## src/rtl/rename_register_file_pkg.sv

```systemverilog
// Shared CPU constants for the rename stage: datapath and ROB tag widths plus
// the per-register rename entry layout.
package rename_register_file_pkg;

    localparam int unsigned XLEN_DEF     = 32;
    localparam int unsigned NUM_REGS_DEF = 32;
    localparam int unsigned TAG_W_DEF    = 5;
    localparam int unsigned NUM_RD_DEF   = 4;

    // Pending-producer state kept alongside each architectural register
    typedef struct packed {
        logic                 busy;
        logic [TAG_W_DEF-1:0] tag;
    } tag_entry_t;

endpackage

```

## src/rtl/rrf_read_port.sv

```systemverilog
// One combinational read port: register select plus same-cycle commit bypass.
module rrf_read_port
    import rename_register_file_pkg::*;
#(
    parameter  int unsigned XLEN     = XLEN_DEF,
    parameter  int unsigned NUM_REGS = NUM_REGS_DEF,
    parameter  int unsigned TAG_W    = TAG_W_DEF,
    localparam int unsigned AW       = $clog2(NUM_REGS)
) (
    input  logic [AW-1:0]       addr_i,
    input  logic [XLEN-1:0]     val_i [NUM_REGS],
    input  logic [NUM_REGS-1:0] busy_i,
    input  logic [TAG_W-1:0]    tag_i [NUM_REGS],
    input  logic                byp_en_i,
    input  logic [AW-1:0]       cmt_addr_i,
    input  logic [TAG_W-1:0]    cmt_tag_i,
    input  logic [XLEN-1:0]     cmt_data_i,
    output logic [XLEN-1:0]     data_o,
    output logic                busy_o,
    output logic [TAG_W-1:0]    tag_o
);

    logic hit;

    assign hit = byp_en_i && (addr_i == cmt_addr_i) && busy_i[addr_i]
                 && (tag_i[addr_i] == cmt_tag_i);

    // Bypass only fires when the commit retires the producer we are waiting on
    always_comb begin
        data_o = val_i[addr_i];
        busy_o = busy_i[addr_i];
        tag_o  = tag_i[addr_i];
        if (hit) begin
            data_o = cmt_data_i;
            busy_o = 1'b0;
        end
        if (addr_i == '0) begin
            data_o = '0;
            busy_o = 1'b0;
        end
        if (!busy_o) begin
            tag_o = '0;
        end
    end

endmodule

```

## src/rtl/rename_register_file.sv

```systemverilog
// Architectural register file with per-register busy/ROB-tag rename state,
// commit write-back, flush recovery and NUM_RD bypassed read ports.
module rename_register_file
    import rename_register_file_pkg::*;
#(
    parameter  int unsigned XLEN     = XLEN_DEF,
    parameter  int unsigned NUM_REGS = NUM_REGS_DEF,
    parameter  int unsigned TAG_W    = TAG_W_DEF,
    parameter  int unsigned NUM_RD   = NUM_RD_DEF,
    localparam int unsigned AW       = $clog2(NUM_REGS)
) (
    input  logic                    clk,
    input  logic                    rst,
    input  logic                    rdy_i,
    input  logic                    flush_i,
    input  logic [NUM_RD*AW-1:0]    rd_addr_i,
    output logic [NUM_RD*XLEN-1:0]  rd_data_o,
    output logic [NUM_RD-1:0]       rd_busy_o,
    output logic [NUM_RD*TAG_W-1:0] rd_tag_o,
    input  logic                    ren_en_i,
    input  logic [AW-1:0]           ren_addr_i,
    input  logic [TAG_W-1:0]        ren_tag_i,
    input  logic                    cmt_en_i,
    input  logic [AW-1:0]           cmt_addr_i,
    input  logic [TAG_W-1:0]        cmt_tag_i,
    input  logic [XLEN-1:0]         cmt_data_i,
    output logic [AW:0]             busy_count_o
);

    localparam int unsigned CW = AW + 1;

    logic [XLEN-1:0]     val_q [NUM_REGS];
    logic [XLEN-1:0]     val_d [NUM_REGS];
    logic [TAG_W-1:0]    tag_q [NUM_REGS];
    logic [TAG_W-1:0]    tag_d [NUM_REGS];
    logic [NUM_REGS-1:0] busy_q;
    logic [NUM_REGS-1:0] busy_d;
    logic [CW-1:0]       count_q;
    logic [CW-1:0]       count_d;
    logic                cmt_fire;
    logic                ren_fire;
    logic                cmt_match;

    assign cmt_fire  = cmt_en_i && rdy_i && !rst && (cmt_addr_i != '0);
    assign ren_fire  = ren_en_i && rdy_i && !flush_i && (ren_addr_i != '0);
    assign cmt_match = busy_q[cmt_addr_i] && (tag_q[cmt_addr_i] == cmt_tag_i);

    // Commit first, then flush, then rename so a same-cycle rename owns busy/tag
    always_comb begin
        val_d  = val_q;
        tag_d  = tag_q;
        busy_d = busy_q;
        if (cmt_fire) begin
            val_d[cmt_addr_i] = cmt_data_i;
            if (cmt_match) begin
                busy_d[cmt_addr_i] = 1'b0;
            end
        end
        if (rdy_i && flush_i) begin
            busy_d = '0;
        end
        if (ren_fire) begin
            busy_d[ren_addr_i] = 1'b1;
            tag_d[ren_addr_i]  = ren_tag_i;
        end
        count_d = CW'($countones(busy_d));
    end

    always_ff @(posedge clk) begin
        if (rst) begin
            val_q   <= '{default: '0};
            tag_q   <= '{default: '0};
            busy_q  <= '0;
            count_q <= '0;
        end else begin
            val_q   <= val_d;
            tag_q   <= tag_d;
            busy_q  <= busy_d;
            count_q <= count_d;
        end
    end

    assign busy_count_o = count_q;

    for (genvar p = 0; p < NUM_RD; p++) begin : g_rd
        rrf_read_port #(
            .XLEN     (XLEN),
            .NUM_REGS (NUM_REGS),
            .TAG_W    (TAG_W)
        ) u_port (
            .addr_i     (rd_addr_i[p*AW +: AW]),
            .val_i      (val_q),
            .busy_i     (busy_q),
            .tag_i      (tag_q),
            .byp_en_i   (cmt_fire),
            .cmt_addr_i (cmt_addr_i),
            .cmt_tag_i  (cmt_tag_i),
            .cmt_data_i (cmt_data_i),
            .data_o     (rd_data_o[p*XLEN +: XLEN]),
            .busy_o     (rd_busy_o[p]),
            .tag_o      (rd_tag_o[p*TAG_W +: TAG_W])
        );
    end

endmodule

```

## config.mk

```make
export PLATFORM = sky130hd
export DESIGN_NAME = rename_register_file
export DESIGN_NICKNAME = d
export VERILOG_FILES = /design/src/rtl/rename_register_file_pkg.sv /design/src/rtl/rrf_read_port.sv /design/src/rtl/rename_register_file.sv
export SDC_FILE = /design/constraint.sdc
export NUM_CORES = 2
export LEC_CHECK = 0
export BUFFER_PORTS_ARGS = -buffer_cell sky130_fd_sc_hd__buf_2
export CAP_MARGIN = 20
export CELL_PAD_IN_SITES_DETAIL_PLACEMENT = 0
export CELL_PAD_IN_SITES_GLOBAL_PLACEMENT = 1
export CORE_ASPECT_RATIO = 0.6
export CORE_MARGIN = 4
export CORE_UTILIZATION = 40
export DETAILED_ROUTE_END_ITERATION = 12
export PLACE_DENSITY = 0.75
export SLEW_MARGIN = 20
export SYNTH_ARGS = -nofsm -noshare
export SYNTH_HDL_FRONTEND = slang
export SYNTH_SLANG_ARGS = --single-unit
```

## constraint.sdc

```tcl
create_clock -name clk -period 9.1 [get_ports clk]
set_input_delay 1.82 -clock clk [delete_from_list [all_inputs] [get_ports clk]]
set_output_delay 1.82 -clock clk [all_outputs]
set_load 0.01 [all_outputs]
```

# After elaboration in Yosys (flattened, before gate mapping)
# Index checks and enable logic that the tools add are counted.
# totals
regBits,1222
inputBits,78
out_inout_bits,158
elab_cells,234
# classes
add_sub_neg,31
n_lt_le_gt_ge,16
n_eq_ne,9
n_mux,71
bitwise,9
n_reduce_logical,32
# ops
operator,count
1024-bit bitwise mux,1
32-bit 2-to-1 mux,21
32-bit binary-select mux with 5-bit select,4
160-bit bitwise mux,1
32-bit demux with 5-bit select,1
5-bit binary-select mux with 5-bit select,5
5-bit 2-to-1 mux,15
5-bit equality test,9
"6-bit greater-or-equal comparator, second input constant",6
"5-bit by 6-bit < comparator with 1-bit output, second input constant",6
5-bit NOT with 6-bit output,6
1-bit by 1-bit adder with 2-bit output,16
32-bit AND,1
32-bit NOT,1
32-bit OR,1
1-bit binary-select mux with 5-bit select,5
5-bit demux with 5-bit select,1
2-bit by 2-bit adder with 3-bit output,8
1-bit logical AND,24
5-bit logical NOT,4
3-bit by 3-bit adder with 4-bit output,4
1-bit 2-to-1 mux,15
"6-bit by 1-bit < comparator with 1-bit output, second input constant",2
4-bit by 4-bit adder with 5-bit output,2
other kinds (5),9

# Logic depth before layout (Yosys ltp)
# depth
ltp_word,16
depth_mapped,27
mapped_depth_nobuf,23

# By module
# Synthesis repeated with hierarchy kept, for this count alone.
# hier_totals
hier_cells,8540
hier_area_um2,86131.4
# by_module_without_submodules
mod,n_inst,cells_per_inst,area_each_um2,seq_area_each_um2
rename_register_file,1,5644,45207.1,24463.5
rrf_read_port,4,724,10231.1,0.0

# Worst setup path before layout
# Ideal clock, no wire load.
# synth_path
kind,in2reg
from,input cmt_addr_i[1]
to,"register count_q[4], in the netlist busy_count_o[4]"
setup_ns,0.128
arrival_ns,8.830
t_required_ns,8.972
slack_ns,0.142
path_stages,24
path_buffers,3
path_cell_list,buf_2 -> buf_1 -> mux4_2 -> mux4_2 -> mux2i_1 -> xor2_1 -> nand2_1 -> clkbuf_1 -> o311ai_0 -> nand2_1 -> fa_1 -> inv_1 -> fa_1 -> fa_1 -> inv_1 -> fa_1 -> fa_1 -> fa_1 -> ha_1 -> fa_1 -> a21o_1 -> a21oi_1 -> xor2_1 -> nor2_1
# synth_via
elab_chain_cells,16
# synth_lines
item,line,rtl
start: declaration,rename_register_file.sv:24,"input logic [AW-1:0] cmt_addr_i,"
"5-bit NOT with 6-bit output (implied by the code), or another cell as far along",rename_register_file.sv:46,assign cmt_match = busy_q[cmt_addr_i] && (tag_q[cmt_addr_i] == cmt_tag_i);
5-bit binary-select mux with 5-bit select or 1-bit logical AND (tied branches),"rename_register_file.sv:46, rename_register_file.sv:56",
5-bit 2-to-1 mux (implied by the code) or 1-bit 2-to-1 mux (tied branches),"rename_register_file.sv:46, rename_register_file.sv:56",
5-bit 2-to-1 mux (implied by the code) or 1-bit demux with 5-bit select (tied branches),"rename_register_file.sv:46, rename_register_file.sv:56",
5-bit equality test or 32-bit NOT (tied branches),n/a,
1-bit logical AND or 32-bit AND (tied branches),n/a,
32-bit 2-to-1 mux,rename_register_file.sv:55,if (cmt_match) begin
32-bit 2-to-1 mux (*),rename_register_file.sv:53,if (cmt_fire) begin
32-bit 2-to-1 mux (*),rename_register_file.sv:59,if (rdy_i && flush_i) begin
32-bit OR (no source line),n/a,
32-bit 2-to-1 mux (*),rename_register_file.sv:62,if (ren_fire) begin
via busy_d[25],rename_register_file.sv:37,logic [NUM_REGS-1:0] busy_d;
1-bit by 1-bit adder with 2-bit output (implied by the code) (*),rename_register_file.sv:66,count_d = CW'($countones(busy_d));
2-bit by 2-bit adder with 3-bit output (implied by the code) (*),rename_register_file.sv:66,
3-bit by 3-bit adder with 4-bit output (implied by the code) (*),rename_register_file.sv:66,
4-bit by 4-bit adder with 5-bit output (implied by the code) (*),rename_register_file.sv:66,
5-bit by 5-bit adder with 6-bit output (implied by the code) (*),rename_register_file.sv:66,
end signal: assignment,rename_register_file.sv:79,count_q <= count_d;
end: declaration,rename_register_file.sv:38,logic [CW-1:0] count_q;
# The timed path passes the listed nets; every way through them passes the cells marked *. The select of a mux whose other input is x is not followed.
# A chain may end at the register's enable or synchronous reset.

# Worst setup path after layout
# Ends and elaborated chain as after synthesis.

==> summary.txt <==
Run status
  – Result of the run: finished, final reports clean

Finish
  – Final layout net count: 8,230
  – Share of cells above drive strength 1: 28.99%
  – Final standard cell area without fillers: 94,730 µm²
  – Layout-stage area growth over the synthesis result: 10.08%
  – Post-layout utilization of the core: 44.43%
  – Non-Filler Instances: 11,105

Worst hold path
  – WHS Path Cells: 2
  – Classification of the worst-slack hold path: flop to flop
  – End point of the most critical hold path: val_q[139]
  – Hold wc startpoint: val_q[139]

Yosys
  – Register area share after synthesis: 28.43%
  – Average cell area after synthesis: 10.22 µm²
  – Most instantiated flip-flop cell in the synthesis netlist: sky130_fd_sc_hd__dfxtp_1
  – Number of distinct library cell variants in the gate-level netlist after synthesis: 65
  – Synth Instances: 8,423
  – Flip-flop and latch count after synthesis: 1,222
  – Yosys synthesis warning count: 0
  – Async set-or-reset flop fraction in the synthesized netlist: 0%
  – Post-synth EDFFs: 0
  – Post-synthesis instance area: 86,060 µm²
  – Nets in the synthesized netlist: 8,532

Pwr
  – Share of total power consumed by net switching: 27.71%
  – Part of the power in registers: 41.7%
  – P_int: 9.322 mW
  – Leakage power: 31.46 nW
  – Switching component of the power: 3.573 mW
  – Maximum ir drop on the vdd rail: 103.7 µV
  – Part of the power in combinational logic: 11.4%
  – Total power divided by cell area: 136.1 nW/µm²
  – Clock power share: 46.9%

Floorplan
  – DIE HEIGHT: 367.3 µm
  – Boundary Pins: 236
  – Area of the die: 222,900 µm²
  – Overall die width: 606.8 µm
  – Effective utilization at floorplan: 40.36%
  – Core area: 213,200 µm²
  – Placement Rows: 131

Clock tree
  – Total of hold buffers inserted after clock tree synthesis: 0
  – Root buffer selected by CTS: sky130_fd_sc_hd__clkbuf_16
  – Clock buffers created by TritonCTS: 139
  – Number of resized instances in the post-cts repair step: 0
  – Number of H-tree levels: 4
  – Number of clock sinks: 1,222
  – Clock transition at path regs: 0.06 ns
  – Buffer count from post-CTS setup fixing: 0
  – Clock tree from TritonCTS: yes
  – Clock latency on the worst-skew pair: 0.81 ns
  – Number of buffers on the longest clock path: 4

Place
  – Number of instances in the placed design: 10,838
  – RePlAce Congestion: 1.073
  – Number of port buffers: 235
  – Post-placement worst setup slack: -0.1013 ns
  – Hpwl dp: 251,400 µm
  – Total cell area at the placement stage: 89,940 µm²

Global routing
  – Total global routing overflow: 0
  – Pin count of the biggest net entering global routing: 212
  – Wire length of the first global-routing pass: 586,100 µm
  – Vias in the first global route: 73,756
  – Combined global-route utilization of all metal layers: 36.92%
  – Initial antenna violation count: 31

Timing
  – Worst-Margin Slew: 1.190 ns
  – Post-layout worst setup margin: 0.4902 ns
  – Max_slew headroom: 20.66%
  – Final worst path period share: 94.61%
  – Number of setup violations in the final report: 0
  – Unrepaired setup endpoints after global routing: false
  – Final Max Slew Viols: 0
  – Final Hold Fails: 0
  – Setup skew after layout: 0.05124 ns
  – Post-layout minimum cycle time: 8.610 ns
  – Highest clock rate: 116.1 MHz
  – Hold Worst Slack: 0.4900 ns

Route
  – Per-cell routed wire length: 38.15 µm
  – Total detailed-routing wirelength: 423,700 µm
  – DRC violation total after the first TritonRoute iteration: 13,696
  – Post-detailed-route via-to-cell ratio: 7.160
  – DRC violations left: 0
  – Post-route antenna net violation count: 0
  – Total via count in the routed design: 79,511
  – Pre-antenna DRT Iters: 9

Critical path
  – Type of element launching the critical path: primary input
  – Reg-to-reg critical path startpoint: tag_q[81]
  – Worst path required time: 9.72 ns
  – Crit path capture type: flop
  – Register-to-register setup slack: 1.48 ns
  – Maximum fanout along the worst path: 22
  – Arrival time reported for the critical path endpoint: 9.23 ns
  – Worst reg2reg endpoint: busy_count_o[4]
  – Critical path type: primary input to flop
  – FF-to-FF path depth: 24

Run
  – Max-cap viol count: 0
-- cell usage after synthesis, drive strengths merged, types with 2 or more instances --
master | n | area [µm²]
buf | 245 | 1209
nand2 | 2280 | 8558
nand3 | 82 | 410.4
mux2 | 78 | 878.3
fa | 24 | 480.5
a32oi | 4 | 35.03
xor2 | 22 | 192.7
o311ai | 21 | 183.9
nor2 | 191 | 716.9
nor3b | 17 | 127.6
o21a | 2 | 15.01
and3 | 7 | 43.79
a211oi | 38 | 285.3
xnor2 | 20 | 175.2
or2 | 7 | 43.80
a21o | 4 | 30.03
a2111oi | 2 | 23.77
o22ai | 2 | 12.51
a21boi | 2 | 15.01
ha | 7 | 87.58
o211ai | 33 | 247.7
nand4b | 2 | 17.52
o2111ai | 4 | 35.03
nand2b | 43 | 269.0
a22oi | 56 | 420.4
a221oi | 4 | 35.03
o21ba | 11 | 110.1
o211a | 32 | 320.3
nand3b | 4 | 30.03
mux2i | 368 | 3684
and3b | 6 | 52.55
o21ai | 12 | 60.06
clkbuf | 717 | 2693
nor2b | 65 | 406.6
and2 | 28 | 175.2
mux4 | 1462 | 32930
inv | 66 | 247.7
nand4 | 23 | 143.9
nor4 | 8 | 50.05
a21oi | 1129 | 5650
o31ai | 33 | 247.7
dfxtp | 1222 | 24460
nor3 | 26 | 130.1
-- final cells by class --
class,count,area [µm²]
sequential,1222,24460
clock buffer,198,4155
antenna,27,67.56
clock inverter,41,536.8
timing repair buffer,519,3785
multi-input combinational,6172,57880
tap,2859,3577
inverter,67,266.5
fill,19548,118500
-- layout by cell type (no fill, tap or decap), types with 23 or more instances in the layout --
cell type                   netlist  final
sky130_fd_sc_hd__nand2_1       2280   2249
sky130_fd_sc_hd__and2_1          27     26
sky130_fd_sc_hd__mux4_2        1462   1462
sky130_fd_sc_hd__a211oi_1        38     38
sky130_fd_sc_hd__nor2_4           0     31
sky130_fd_sc_hd__o211ai_1        33     33
sky130_fd_sc_hd__clkbuf_16        0    143
sky130_fd_sc_hd__diode_2          0     27
sky130_fd_sc_hd__mux2i_1        368    368
sky130_fd_sc_hd__buf_4           18    258
sky130_fd_sc_hd__clkbuf_8         0     38
sky130_fd_sc_hd__nand2_2          0     31
sky130_fd_sc_hd__a22oi_1         56     56
sky130_fd_sc_hd__a21oi_1       1129   1129
sky130_fd_sc_hd__fa_1            24     24
sky130_fd_sc_hd__o31ai_1         33     33
sky130_fd_sc_hd__inv_1           64     62
sky130_fd_sc_hd__nor2b_1         65     65
sky130_fd_sc_hd__mux2_2          78     78
sky130_fd_sc_hd__o211a_1         32     32
sky130_fd_sc_hd__nor2_1         191    160
sky130_fd_sc_hd__buf_12           0     27
sky130_fd_sc_hd__nand3_1         82     80
sky130_fd_sc_hd__buf_2          153    218
sky130_fd_sc_hd__nand2b_1        43     43
sky130_fd_sc_hd__dfxtp_1       1222   1222
sky130_fd_sc_hd__nand4_1         23     23
-- worst max-delay path, stage by stage --
cell                       delay, ns
sky130_fd_sc_hd__buf_2          0.22
sky130_fd_sc_hd__buf_4          0.39
sky130_fd_sc_hd__mux4_2         0.37
sky130_fd_sc_hd__a32oi_1        0.30
sky130_fd_sc_hd__nand4_1        0.15
sky130_fd_sc_hd__xnor2_1        0.37
sky130_fd_sc_hd__buf_4          0.20
sky130_fd_sc_hd__nand4_1        0.09
sky130_fd_sc_hd__buf_4          0.23
sky130_fd_sc_hd__o311ai_0       0.33
sky130_fd_sc_hd__buf_4          0.17
sky130_fd_sc_hd__nand2_1        0.07
sky130_fd_sc_hd__fa_1           0.60
sky130_fd_sc_hd__inv_1          0.07
sky130_fd_sc_hd__fa_1           0.47
sky130_fd_sc_hd__fa_1           0.56
sky130_fd_sc_hd__inv_1          0.07
sky130_fd_sc_hd__fa_1           0.49
sky130_fd_sc_hd__fa_1           0.55
sky130_fd_sc_hd__fa_1           0.43
sky130_fd_sc_hd__ha_1           0.25
sky130_fd_sc_hd__fa_1           0.44
sky130_fd_sc_hd__a21o_1         0.17
sky130_fd_sc_hd__a21oi_1        0.18
sky130_fd_sc_hd__xor2_1         0.16
sky130_fd_sc_hd__nor2_1         0.05
-- cells by family after synthesis --
family                     count (synthesis)  synth area share (%)
AOI/OAI and AO/OA                       1398                 9.074
xor gates and xnor gates                  42                0.4274
adders and majority gates                 31                0.6601
buffers and inverters                   1029                 4.825
DFF                                     1222                 28.43
muxes                                   1908                 43.56
and+or+nand+nor                         2793                 13.03
-- power groups by stage --
stage | Sequential, mW | Clock [mW] | Combinational, mW
3_5_place_dp | 5.50 | 0 | 1.42
4_1_cts | 5.38 | 6.04 | 1.42
3_3_place_gp | 5.50 | 0 | 1.41
6_report | 5.38 | 6.04 | 1.48
2_1_floorplan | 5.49 | 0 | 0.919
5_1_grt | 5.38 | 6.26 | 1.49
-- sequential cells by signal (all words and copies together) (netlist names) --
signal / cells
busy_q: 32
busy_count_o: 6
tag_q: 160
val_q: 1024
-- metrics by stage --
stage / setup TNS (ns) / total power, mW
after detailed placement: -0.1013 / 6.914
after CTS: 0 / 12.83
after floorplan: 0 / 6.409
after global placement: -0.3009 / 6.907
after global routing: 0 / 13.12
final: 0 / 12.89
-- how the worst max path moves through the flow --
stage                             start              end  cells past startpoint
after global routing      cmt_addr_i[1]  busy_count_o[4]                     25
after CTS                 cmt_addr_i[1]  busy_count_o[4]                     26
after floorplan           cmt_addr_i[1]  busy_count_o[4]                     24
after global placement    cmt_addr_i[1]  busy_count_o[4]                     26
final                     cmt_addr_i[1]  busy_count_o[4]                     26
after detailed placement  cmt_addr_i[1]  busy_count_o[4]                     26
-- per-layer routing --
layer / vias to the layer above / global-route usage (%) / wire (µm)
met4: 26 / 16.58 / 22500
met2: 7821 / 47.64 / 165500
met5: - / 0.9690 / 463
met1: 39489 / 49.99 / 155400
met3: 1474 / 20.04 / 79910
li1: 30701 / - / -
Power figures use the tool's default switching activity.
